`src/rtl/alu_exec_unit.sv`:
```
// Registered MIPS execute stage: ALU control decode, ALU, zero flag and branch gate.
// Optional signed add/sub overflow output is enabled by defining ALU_OVF_EN.
module alu_exec_unit #(
  parameter int WIDTH = 32
) (
  input  logic             clk,
  input  logic             rst,
  input  logic [1:0]       alu_op,
  input  logic [5:0]       funct,
  input  logic [WIDTH-1:0] a,
  input  logic [WIDTH-1:0] b,
  input  logic             branch,
  output logic [3:0]       alu_ctrl,
  output logic [WIDTH-1:0] result,
  output logic             zero,
`ifdef ALU_OVF_EN
  output logic             overflow,
`endif
  output logic             branch_taken
);

  typedef enum logic [3:0] {
    CTRL_AND = 4'b0000,
    CTRL_OR  = 4'b0001,
    CTRL_ADD = 4'b0010,
    CTRL_SUB = 4'b0110,
    CTRL_SLT = 4'b0111,
    CTRL_NOR = 4'b1100
  } ctrl_e;

  ctrl_e            w_ctrl;
  logic [WIDTH-1:0] w_sum;
  logic [WIDTH-1:0] w_diff;
  logic [WIDTH-1:0] w_result;
  logic             w_lt;
  logic             w_zero;

  always_comb begin
    w_ctrl = CTRL_ADD;
    case (alu_op)
      2'b00: w_ctrl = CTRL_ADD;
      2'b01: w_ctrl = CTRL_SUB;
      2'b11: w_ctrl = CTRL_OR;
      default: begin
        case (funct)
          6'b100000: w_ctrl = CTRL_ADD;
          6'b100010: w_ctrl = CTRL_SUB;
          6'b100100: w_ctrl = CTRL_AND;
          6'b100101: w_ctrl = CTRL_OR;
          6'b101010: w_ctrl = CTRL_SLT;
          6'b100111: w_ctrl = CTRL_NOR;
          default:   w_ctrl = CTRL_ADD;
        endcase
      end
    endcase
  end

  // Signed compare directly, so slt stays correct when a-b overflows.
  assign w_sum  = a + b;
  assign w_diff = a - b;
  assign w_lt   = $signed(a) < $signed(b);

  always_comb begin
    w_result = '0;
    case (w_ctrl)
      CTRL_AND: w_result = a & b;
      CTRL_OR:  w_result = a | b;
      CTRL_ADD: w_result = w_sum;
      CTRL_SUB: w_result = w_diff;
      CTRL_SLT: w_result = {{(WIDTH-1){1'b0}}, w_lt};
      CTRL_NOR: w_result = ~(a | b);
      default:  w_result = '0;
    endcase
  end

  assign w_zero = (w_result == '0);

`ifdef ALU_OVF_EN
  logic w_ovf;

  // Overflow when same-sign addends (or opposite-sign sub operands) yield a result whose sign differs from a.
  always_comb begin
    w_ovf = 1'b0;
    case (w_ctrl)
      CTRL_ADD: w_ovf = (a[WIDTH-1] == b[WIDTH-1]) && (w_sum[WIDTH-1] != a[WIDTH-1]);
      CTRL_SUB: w_ovf = (a[WIDTH-1] != b[WIDTH-1]) && (w_diff[WIDTH-1] != a[WIDTH-1]);
      default:  w_ovf = 1'b0;
    endcase
  end

  always_ff @(posedge clk) begin
    if (rst) overflow <= 1'b0;
    else     overflow <= w_ovf;
  end
`endif

  always_ff @(posedge clk) begin
    if (rst) begin
      alu_ctrl     <= 4'b0000;
      result       <= '0;
      zero         <= 1'b0;
      branch_taken <= 1'b0;
    end else begin
      alu_ctrl     <= w_ctrl;
      result       <= w_result;
      zero         <= w_zero;
      branch_taken <= branch & w_zero;
    end
  end

endmodule

```
`config.mk`:
```
export PLATFORM = sky130hd
export DESIGN_NAME = alu_exec_unit
export DESIGN_NICKNAME = d
export VERILOG_FILES = /design/src/rtl/alu_exec_unit.sv
export SDC_FILE = /design/constraint.sdc
export NUM_CORES = 1
export LEC_CHECK = 0
export BUFFER_PORTS_ARGS = -buffer_cell sky130_fd_sc_hd__buf_2
export CAP_MARGIN = 20
export CORE_MARGIN = 10
export CORE_UTILIZATION = 48
export DETAILED_ROUTE_END_ITERATION = 10
export GPL_ROUTABILITY_DRIVEN = 0
export PLACE_DENSITY = 0.69
export SYNTH_ARGS = -nofsm -noshare
export SYNTH_HDL_FRONTEND = slang
export SYNTH_SLANG_ARGS = --single-unit
```
`constraint.sdc`:
```
create_clock -name clk -period 2.75 [get_ports clk]
set_input_delay 0.1375 -clock clk [delete_from_list [all_inputs] [get_ports clk]]
set_output_delay 0.1375 -clock clk [all_outputs]
set_load 0.02 [all_outputs]
```
==> summary.md, run 1 <==
| Metric | Value |
|---|---|
| Die outline width | roughly 140 um |
| Worst relative slew slack | 0.5077 |
| Areal power density over the cells | between 300 and 400 mW/mm^2 |
| Setup TNS | -0.3911 ns |
| Count of state elements after synthesis | 38 |
| Hold-fix buffers, CTS | 0 |
| Startpoint type of the worst setup path | input pin |
| Fill cell total of the finished layout | approximately 1100 |
| Capturing element type of the critical path | flip-flop |
| Area enclosed by the die boundary | 0.02026 mm^2 |
| Initial drt markers | approximately 1600 |
| Buffer type at the clock tree root | sky130_fd_sc_hd__clkbuf_16 |
| Class of the tightest hold or removal check | in2reg |
| Signal arrival time at the worst endpoint | 3.10 ns |
| Period Utilization, post-route | 1.062 |
| Effective utilization at floorplan | 0.4923 |
| Crit Path Class | in2reg |
| Total of warnings raised by yosys | 0 |
| Highest cell delay on the worst timing path | ~0.6 ns |
| Post-Synthesis Mean Instance Area | ~7.0 um^2 |
| Share of cell area taken by muxes after synthesis | 0.008537 |
| Overflow after GRT | 0 |
| Net count of the finished layout | approximately 1600 |
| Violated checks | setup timing |
| Pleak | roughly 0.0053 uW |
| Num CTS Buffers | 5 |
| Diodes inserted | 0 |
| Cell count after synthesis | a little over 1000 |
| Adder and majority gate portion of the synthesized area | 0.1815 |
| Height of the die | 142.3 um |
| Per-cell via count in the routed design | approximately 6.3 |
| Routed via count | 10090 |
| Max IR drop VDD | between 0.0002 and 0.0003 V |
| Final critical delay including setup and external delays | ~3 ns |
| Wire length of the first global-routing pass | 47950 um |
| Number of I/O pins | ~110 |
| ANT nets after route | 0 |
| Final Power | 3792 uW |
| Req. time, crit path | between 2 and 3 ns |
| Post-synthesis instance area | ~0.007 mm^2 |
| Clock tree from TritonCTS | built |
| Drt pass-1 iters | 6 |
| Number of failing hold endpoints at the final stage | 0 |
| Portion of the post-synthesis area used by sequential elements | 0.1059 |
| Number of sinks driven by the clock tree | 38 |
| Detailed-route wire length per cell | about 20 um |
| Vias in the first global route | 9398 |
| Setup slack after placement | -0.4688 ns |
| Commonest non-fill, non-tap cell in the layout | sky130_fd_sc_hd__buf_4 |
| Fmax | between 0.3 and 0.4 GHz |
| Unrepaired setup endpoints after global routing | yes |
| Buffers from clock root to sink, at most | 2 |
| Top flip-flop cell by instance count after synthesis | sky130_fd_sc_hd__dfxtp_1 |
| Count of endpoints failing setup in the final report | 3 |
| Number of buffer cells added on primary ports | about 110 |
| Synth Area in Simple Gates | 0.2334 |
| Async S/R FF share, synth | 0 |
| Final Hold Slack | about 0.15 ns |
| Post-synthesis to final-layout area growth | 53.62% |
| Main area contributors after synthesis | sky130_fd_sc_hd__ha_1 (18%), sky130_fd_sc_hd__dfxtp_1 (11%), sky130_fd_sc_hd__a21oi_1 (6.3%) |
| Clock transition time at the flip-flop clock pins of the worst setup and hold paths | 0.07 ns |
| Transition time at the pin with the least slew margin | approximately 0.72 ns |
| Total track usage | 0.2847 |
| Maximum number of pins on one net before global-route repair | 37 |
| Proportion of netlist area held by the largest area contributor | 0.1760 |
| Status | finished, violations left |
| Detailed Place HPWL | approximately 24000 um |
| Master of the slowest instance on the critical path | sky130_fd_sc_hd__or4_4 |
| Share of layout cells above drive strength 1 | 0.3968 |
| Number of max-cap violations | 0 |
| Count of unique library cells instantiated by Yosys | 92 |
| Antenna violations before repair | 1 |
| Area fraction in compound gates after synthesis | 0.3702 |
| Net Count, Synth | ~1200 |
| Critical Path, Cell by Cell | buf_8, inv_4, ha_4, buf_6, o21ba_4, or4_4, a21oi_4, nor3_4, a211oi_4, o41ai_4, a2111oi_2, o21ba_2, nand4_1, nor3_1 |
| Standard-cell row count | between 40 and 50 |
| Xor and xnor fraction of the mapped netlist area | 0.009756 |
| Worst setup slack after layout | -0.1707 ns |
| Placeable core area | about 0.015 mm^2 |
| Number of H-tree levels | 2 |
| Final count of pins violating max slew | 0 |
| Total routed wirelength | around 32000 um |
| Number of flops mapped to enable cells by yosys | 0 |
| Peak fanout along the critical path | 6 |
| Number of remaining DRC errors | 0 |
| Library cell with the largest summed area after synthesis | sky130_fd_sc_hd__ha_1 |
| Commonest cells after routing, fill and taps aside | sky130_fd_sc_hd__buf_4 (332), sky130_fd_sc_hd__buf_2 (108), sky130_fd_sc_hd__nor2_1 (105) |
| Dominant combinational cell family by area after synthesis | compound AO/OA/AOI/OAI gates |
cells in the mapped netlist (6+ instances only):
| library cell | number |
|---|---|
| sky130_fd_sc_hd__nor2_1 | 107 |
| sky130_fd_sc_hd__inv_1 | 102 |
| sky130_fd_sc_hd__ha_1 | 101 |
| sky130_fd_sc_hd__a21oi_1 | 91 |
| sky130_fd_sc_hd__nand2_1 | 58 |
| sky130_fd_sc_hd__o21ai_0 | 42 |
| sky130_fd_sc_hd__dfxtp_1 | 38 |
| sky130_fd_sc_hd__clkbuf_1 | 31 |
| sky130_fd_sc_hd__nor3_1 | 26 |
| sky130_fd_sc_hd__nor2b_1 | 25 |
| sky130_fd_sc_hd__a211oi_1 | 19 |
| sky130_fd_sc_hd__buf_2 | 19 |
| sky130_fd_sc_hd__o22ai_1 | 18 |
| sky130_fd_sc_hd__a31oi_1 | 17 |
| sky130_fd_sc_hd__nand4_1 | 17 |
| sky130_fd_sc_hd__nor4_1 | 17 |
| sky130_fd_sc_hd__o211ai_1 | 16 |
| sky130_fd_sc_hd__o31ai_1 | 15 |
| sky130_fd_sc_hd__a221oi_1 | 14 |
| sky130_fd_sc_hd__nand3_1 | 14 |
| sky130_fd_sc_hd__a22oi_1 | 13 |
| sky130_fd_sc_hd__a21o_1 | 12 |
| sky130_fd_sc_hd__nand2b_1 | 12 |
| sky130_fd_sc_hd__o221ai_1 | 11 |
| sky130_fd_sc_hd__o21a_1 | 10 |
| sky130_fd_sc_hd__and3_1 | 9 |
| sky130_fd_sc_hd__a211o_1 | 8 |
| sky130_fd_sc_hd__a221o_1 | 7 |
| sky130_fd_sc_hd__a21boi_0 | 6 |
| sky130_fd_sc_hd__a22o_1 | 6 |
| sky130_fd_sc_hd__or3_1 | 6 |
| sky130_fd_sc_hd__xnor2_1 | 6 |
metal layers:
layer / vias to the layer above / GRT usage / wire length (um)
met5: - / 0 / 0
met4: 0 / 0.1049 / 1560
met3: 166 / 0.06275 / 4231
met2: 788 / 0.4481 / 13660
met1: 4565 / 0.3720 / 12240
li1: 4574 / - / -
cell type report:
class	instances	area, um^2	area share
inverter	105	404.1	0.03663
tap	184	230.2	0.02087
sequential	38	760.7	0.06895
clock buffer	5	125.1	0.01134
multi-input combinational	819	6276	0.5688
timing repair buffer	449	3168	0.2871
clock inverter	3	68.82	0.006237
registers in the layout, summed over array words and instances (netlist names):
signal / flops
result: 32
alu_ctrl: 4
branch_taken: 1
zero: 1
worst paths after layout:
kind	startpoint	endpoint	depth (start not counted)
worst max-delay path	a[0]	zero	14
worst min-delay path	branch	branch_taken	3
what timing repair did:
item / 4_1_cts / 5_1_grt
endpoints found under the setup margin: 4 / 9
pin swaps: 23 / 26
cloned: 0 / 0
setup buffers: 3 / 8
gates resized for setup: 39 / 80
cell families after synthesis:
logic type               Yosys count
AO/OA/AOI/OAI                    375
XOR/XNOR                           8
adder cells (fa/ha/maj)          103
buffers and inverters            163
flip-flops                        38
multiplexers                       6
AND/OR/NAND/NOR                  327
worst max-delay path, delay by kind of cell:
kind	cells	cell delay, ns
buffers and inverters	3	0.22
AND/OR/NAND/NOR	4	0.90
adder cells (fa/ha/maj)	1	0.15
AO/OA/AOI/OAI	6	1.69
per-stage QoR:
step           instance area (um^2)  utilization  instances
2_1_floorplan                  7182            -       1020
3_3_place_gp                  10210       0.7000       1584
3_5_place_dp                  10210       0.7000       1584
4_1_cts                       10600       0.7262       1595
5_1_grt                       11030       0.7563       1603
6_report                      11030       0.7563       1603
power by group:
| group | internal (uW) | switching [uW] |
|---|---|---|
| Combinational | 1090 | 1300 |
| Clock | 522 | 251 |
| Sequential | 610 | 13.2 |
| Total | 2220 | 1570 |
Power figures use the tool's default switching activity.
==> run 2: changes to the inputs <==
- GPL_ROUTABILITY_DRIVEN: 0 -> not set
- PLACE_DENSITY: 0.69 -> 0.66
- clock period: 2.75 -> 3.1 ns (I/O delays scaled with it)
==> run 2 against run 1 <==
Final area fell by 11%; global-route usage is 0.96 points lower; the run now ends clean; highest routed layer unchanged; critical endpoint is now branch_taken; sequential cell count is the same; core utilization fell by 8.6 points.
==> summary.md, run 2 (synthesis results as in run 1) <==
| Metric | Value |
|---|---|
| Routed via count | around 9300 |
| Antenna violations before repair | 0 |
| Standard-cell row count | 44 |
| Number of failing hold endpoints at the final stage | 0 |
| Clock transition time at the flip-flop clock pins of the worst setup and hold paths | 0.06 ns |
| Area of combinational cells with multiple inputs | between 0.005 and 0.006 mm^2 |
| Number of max-cap violations | 0 |
| Number of remaining DRC errors | 0 |
| Final Hold Slack | roughly 0.12 ns |
| Placeable core area | roughly 0.015 mm^2 |
| Period Utilization, post-route | 0.9665 |
| Number of buffer cells added on primary ports | about 110 |
| Fmax | 0.3338 GHz |
| Effective utilization at floorplan | 0.4923 |
| Global placement routability congestion | a little over 1 |
| Final critical delay including setup and external delays | about 3 ns |
| Worst relative slew slack | 0.2741 |
| Commonest cells after routing, fill and taps aside | sky130_fd_sc_hd__buf_4 (213), sky130_fd_sc_hd__buf_2 (112), sky130_fd_sc_hd__nor2_1 (106) |
| Fill cell total of the finished layout | approximately 1300 |
| Req. time, crit path | around 3.3 ns |
| Total routed wirelength | 29450 um |
| Area of all sequential standard cells | 760.7 um^2 |
| Capturing element type of the critical path | flip-flop |
| Setup TNS | 0 ns |
| Number of H-tree levels | 2 |
| Per-cell via count in the routed design | slightly above 6 |
| Count of endpoints failing setup in the final report | 0 |
| Areal power density over the cells | 314.9 mW/mm^2 |
| Overflow after GRT | 0 |
| Initial drt markers | ~1100 |
| Post-synthesis to final-layout area growth | 36.18% |
| Number of flip-flops under the largest register name | 32 |
| Final count of pins violating max slew | 0 |
| Peak fanout along the critical path | 4 |
| Num CTS Buffers | 5 |
| Pleak | between 0.004 and 0.005 uW |
| Transition time at the pin with the least slew margin | around 1.1 ns |
| Dpl cells | between 1000 and 1500 |
| Area enclosed by the die boundary | 0.02026 mm^2 |
| Largest registers ranked by flip-flop count | result: 32 flops, alu_ctrl: 4 flops |
| Detailed-route wire length per cell | between 15 and 20 um |
| Detailed Place HPWL | 23720 um |
| Max IR drop VDD | between 0.0002 and 0.00025 V |
| Drt pass-1 iters | 6 |
| Net count of the finished layout | 1479 |
| Buffer type at the clock tree root | sky130_fd_sc_hd__clkbuf_16 |
| Number of sinks driven by the clock tree | 38 |
| Height of the die | approximately 140 um |
| Final cell count without fillers | around 1500 |
| Crit Path Class | in2reg |
| Startpoint type of the worst setup path | input pin |
| Register containing the most flip-flops in the final layout | result |
| ANT nets after route | 0 |
| Maximum number of pins on one net before global-route repair | 38 |
| Share of layout cells above drive strength 1 | 0.3003 |
| Total track usage | 0.2751 |
| Status | finished, final reports clean |
| Die outline width | 142.3 um |
| Unrepaired setup endpoints after global routing | yes |
| Number of I/O pins | roughly 110 |
| Hold-fix buffers, CTS | 0 |
| Signal arrival time at the worst endpoint | around 3.2 ns |
| Vias in the first global route | 8559 |
| Wire length of the first global-routing pass | 45870 um |
| Buffers from clock root to sink, at most | 2 |
| Commonest non-fill, non-tap cell in the layout | sky130_fd_sc_hd__buf_4 |
| Class of the tightest hold or removal check | in2reg |
| Clock tree from TritonCTS | built |
==> run 2: area by class of cell <==
cell class / instances / area share
Timing Repair Buffer: 332 / 0.2351
Tap cell: 184 / 0.02354
Clock buffer: 5 / 0.01279
Antenna cell: 1 / 0.0002559
Sequential cell: 38 / 0.07778
Clock inverter: 3 / 0.007036
Multi-Input combinational cell: 819 / 0.6032
Inverter: 105 / 0.04030
==> run 2: power by group <==
part / internal, uW / leakage, uW / switching (uW) / total, uW
combinational: 803 / 0.00432 / 1050 / 1850
clock: 462 / 0.0000940 / 215 / 677
sequential: 541 / 0.000316 / 10.5 / 551
==> run 2: final timing paths <==
kind  slack [ns]  cells past startpoint           end  startpoint
max         0.10                     15  branch_taken        b[1]
min         0.12                      3  branch_taken      branch
==> run 2: layer usage <==
layer	routed length (um)	vias to the layer above	GRT usage
met5	0	-	0
met3	3532	62	0.06542
met1	12620	4268	0.3765
li1	-	4344	-
met4	819	0	0.08466
met2	12480	592	0.4161
==> run 2: what timing repair did <==
action,CTS,global route
resized for setup,0,30
setup endpoints to repair,0,4
setup buffers,0,2
==> run 2: critical path, cell delays in order <==
cell	delay (ns)
sky130_fd_sc_hd__buf_2	0.09
sky130_fd_sc_hd__inv_1	0.06
sky130_fd_sc_hd__buf_4	0.14
sky130_fd_sc_hd__buf_4	0.13
sky130_fd_sc_hd__fa_1	0.40
sky130_fd_sc_hd__nand2b_1	0.21
sky130_fd_sc_hd__a21oi_1	0.27
sky130_fd_sc_hd__o21ai_2	0.14
sky130_fd_sc_hd__a21o_1	0.20
sky130_fd_sc_hd__a21boi_0	0.37
sky130_fd_sc_hd__nor3_1	0.15
sky130_fd_sc_hd__nor4_4	0.30
sky130_fd_sc_hd__o21ba_2	0.19
sky130_fd_sc_hd__nand4_1	0.13
sky130_fd_sc_hd__nor4_2	0.28
==> run 2: per-stage QoR <==
| stage | total power [uW] | utilization | worst slack (ns) | area, um^2 |
|---|---|---|---|---|
| 2_1_floorplan | 1534 | - | 0.2735 | 7182 |
| 3_3_place_gp | 2309 | 0.6479 | -0.2834 | 9452 |
| 3_5_place_dp | 2318 | 0.6479 | -0.2850 | 9452 |
| 4_1_cts | 3005 | 0.6611 | 0.01568 | 9646 |
| 5_1_grt | 3249 | 0.6702 | -0.09269 | 9778 |
| 6_report | 3080 | 0.6704 | 0.1038 | 9781 |
==> run 3: changes to the inputs <==
- PLACE_DENSITY: 0.66 -> 0.69
==> run 3 against run 2 <==
Via count up 0.41%; sequential cell count did not move; combinational power rose by 4%; total power grew 2.8%; critical path type unchanged.
==> summary.md, run 3 (synthesis results as in run 1) <==
| Metric | Value |
|---|---|
| Status | finished, final reports clean |
| ANT nets after route | 0 |
| Per-cell via count in the routed design | roughly 6.2 |
| Period Utilization, post-route | 0.9767 |
| Fmax | about 0.33 GHz |
| Register containing the most flip-flops in the final layout | result |
| Highest cell delay on the worst timing path | between 0.5 and 0.6 ns |
| Drt pass-1 iters | 6 |
| Num CTS Buffers | 5 |
| Signal arrival time at the worst endpoint | 3.22 ns |
| Top Layer Used | met5 |
| Startpoint type of the worst setup path | input pin |
| Transition time at the pin with the least slew margin | between 0.8 and 0.9 ns |
| Clock transition time at the flip-flop clock pins of the worst setup and hold paths | ~0.070 ns |
| Placeable core area | ~0.015 mm^2 |
| Largest registers ranked by flip-flop count | result: 32 flops, alu_ctrl: 4 flops |
| Family with the most delay on the worst path | compound AO/OA/AOI/OAI gates |
| Standard-cell row count | 44 |
| Number of buffer cells added on primary ports | 112 |
| Clock tree from TritonCTS | built |
| Post-synthesis to final-layout area growth | 40.14% |
| Net count of the finished layout | 1501 |
| Setup TNS | 0 ns |
| Most common cell type on the critical path | sky130_fd_sc_hd__buf_4 |
| Total routed wirelength | around 30000 um |
| Number of failing hold endpoints at the final stage | 0 |
| WL met3 | 3659 um |
| Class of the tightest hold or removal check | in2reg |
| Overflow after GRT | 0 |
| Global placement routability congestion | between 1 and 1.5 |
| Final critical delay including setup and external delays | approximately 3 ns |
| Total track usage | 0.2844 |
| Master of the slowest instance on the critical path | sky130_fd_sc_hd__or4_4 |
| Critical Path, Cell by Cell | clkbuf_4, inv_4, ha_4, o21ba_4, or4_4, a21oi_4, nor3_4, a211oi_4, buf_4, o41ai_4, a2111oi_4, o21ba_2, nand4_1, buf_4, nor3_2 |
| Commonest non-fill, non-tap cell in the layout | sky130_fd_sc_hd__buf_4 |
| Effective utilization at floorplan | 0.4923 |
| Detailed-route wire length per cell | just over 20 um |
| Initial drt markers | between 1000 and 1500 |
| Final Power | roughly 3200 uW |
| Req. time, crit path | 3.29 ns |
| Final cell count without fillers | between 1500 and 2000 |
| Dpl cells | ~1500 |
| Area enclosed by the die boundary | around 0.020 mm^2 |
| Die outline width | ~140 um |
| Number of I/O pins | about 110 |
| Peak fanout along the critical path | 6 |
| Share of layout cells above drive strength 1 | 0.3293 |
| Worst setup slack after layout | around 0.07 ns |
| Length of routed wiring on met1 | roughly 13000 um |
| Final count of pins violating max slew | 0 |
| Height of the die | ~140 um |
| Worst relative slew slack | 0.4039 |
| Number of flip-flops under the largest register name | 32 |
| Wire length of the first global-routing pass | ~47000 um |
| Max IR drop VDD | slightly above 0.0002 V |
| Pleak | between 0.004 and 0.005 uW |
| Detailed Place HPWL | about 25000 um |
| Buffers from clock root to sink, at most | 2 |
| Final Hold Slack | 0.1437 ns |
| Number of sinks driven by the clock tree | 38 |
| Commonest cells after routing, fill and taps aside | sky130_fd_sc_hd__buf_4 (239), sky130_fd_sc_hd__buf_2 (111), sky130_fd_sc_hd__nor2_1 (106) |
| Routed via count | ~9300 |
| Buffering stage count on the worst path with inverters included | 4 |
| Diodes inserted | 0 |
| Setup slack after placement | -0.4386 ns |
| Antenna violations before repair | 1 |
| Buffer type at the clock tree root | sky130_fd_sc_hd__clkbuf_16 |
| Capturing element type of the critical path | flip-flop |
| Areal power density over the cells | ~310 mW/mm^2 |
| Number of H-tree levels | 2 |
| Crit Path Class | in2reg |
| Maximum number of pins on one net before global-route repair | 37 |
| Vias in the first global route | between 8000 and 9000 |
| Number of remaining DRC errors | 0 |
| Count of endpoints failing setup in the final report | 0 |
| Met2 Wirelength | 12970 um |
| Number of max-cap violations | 0 |
-- run 3: changes by cell type in the layout (fill, tap and decap cells not counted), sizes merged --
cell / change
diode: -1
buf: +21
clkbuf: +1
-- run 3: tightest hold or removal path: stages --
cell                     delay [ns]
sky130_fd_sc_hd__buf_2         0.10
sky130_fd_sc_hd__inv_1         0.08
sky130_fd_sc_hd__nor4_2        0.06
-- run 3: worst paths after layout --
| check | startpoint | endpoint | slack [ns] | cells after the start |
|---|---|---|---|---|
| hold / removal | branch | branch_taken | 0.14 | 3 |
| setup / recovery | a[1] | zero | 0.07 | 15 |
-- run 3: power breakdown --
group / internal, uW / leakage [uW] / switching, uW
clock network: 463 / 0.0000940 / 228
registers: 540 / 0.000316 / 10.2
logic: 841 / 0.00443 / 1080
-- run 3: layer usage --
metal	up-vias	GRT usage
met2	588	0.4200
met4	2	0.07987
li1	4391	-
met3	64	0.06542
met5	-	0
met1	4259	0.4017
-- run 3: per-stage QoR --
| step | util | cell area [um^2] |
|---|---|---|
| after detailed placement | 0.6511 | 9499 |
| after floorplan | - | 7182 |
| after global routing | 0.6899 | 10060 |
| after global placement | 0.6511 | 9499 |
| final | 0.6899 | 10060 |
| after CTS | 0.6659 | 9714 |
-- run 3: cell type report --
type / instances / area [um^2]
fill: 1248 / 4524
sequential: 38 / 760.7
tap: 184 / 230.2
timing repair buffer: 354 / 2417
clock buffer: 5 / 125.1
inverter: 105 / 399.1
multi-input combinational: 819 / 6063
clock inverter: 3 / 68.82
-- run 3: repair_timing --
| item | CTS | global route |
|---|---|---|
| hold buffers | 0 | 0 |
| setup buffers | 1 | 11 |
| cloned | 0 | 0 |
| endpoints found under the setup margin | 3 | 2 |
| resized for setup | 3 | 65 |
| pin swaps | 2 | 37 |
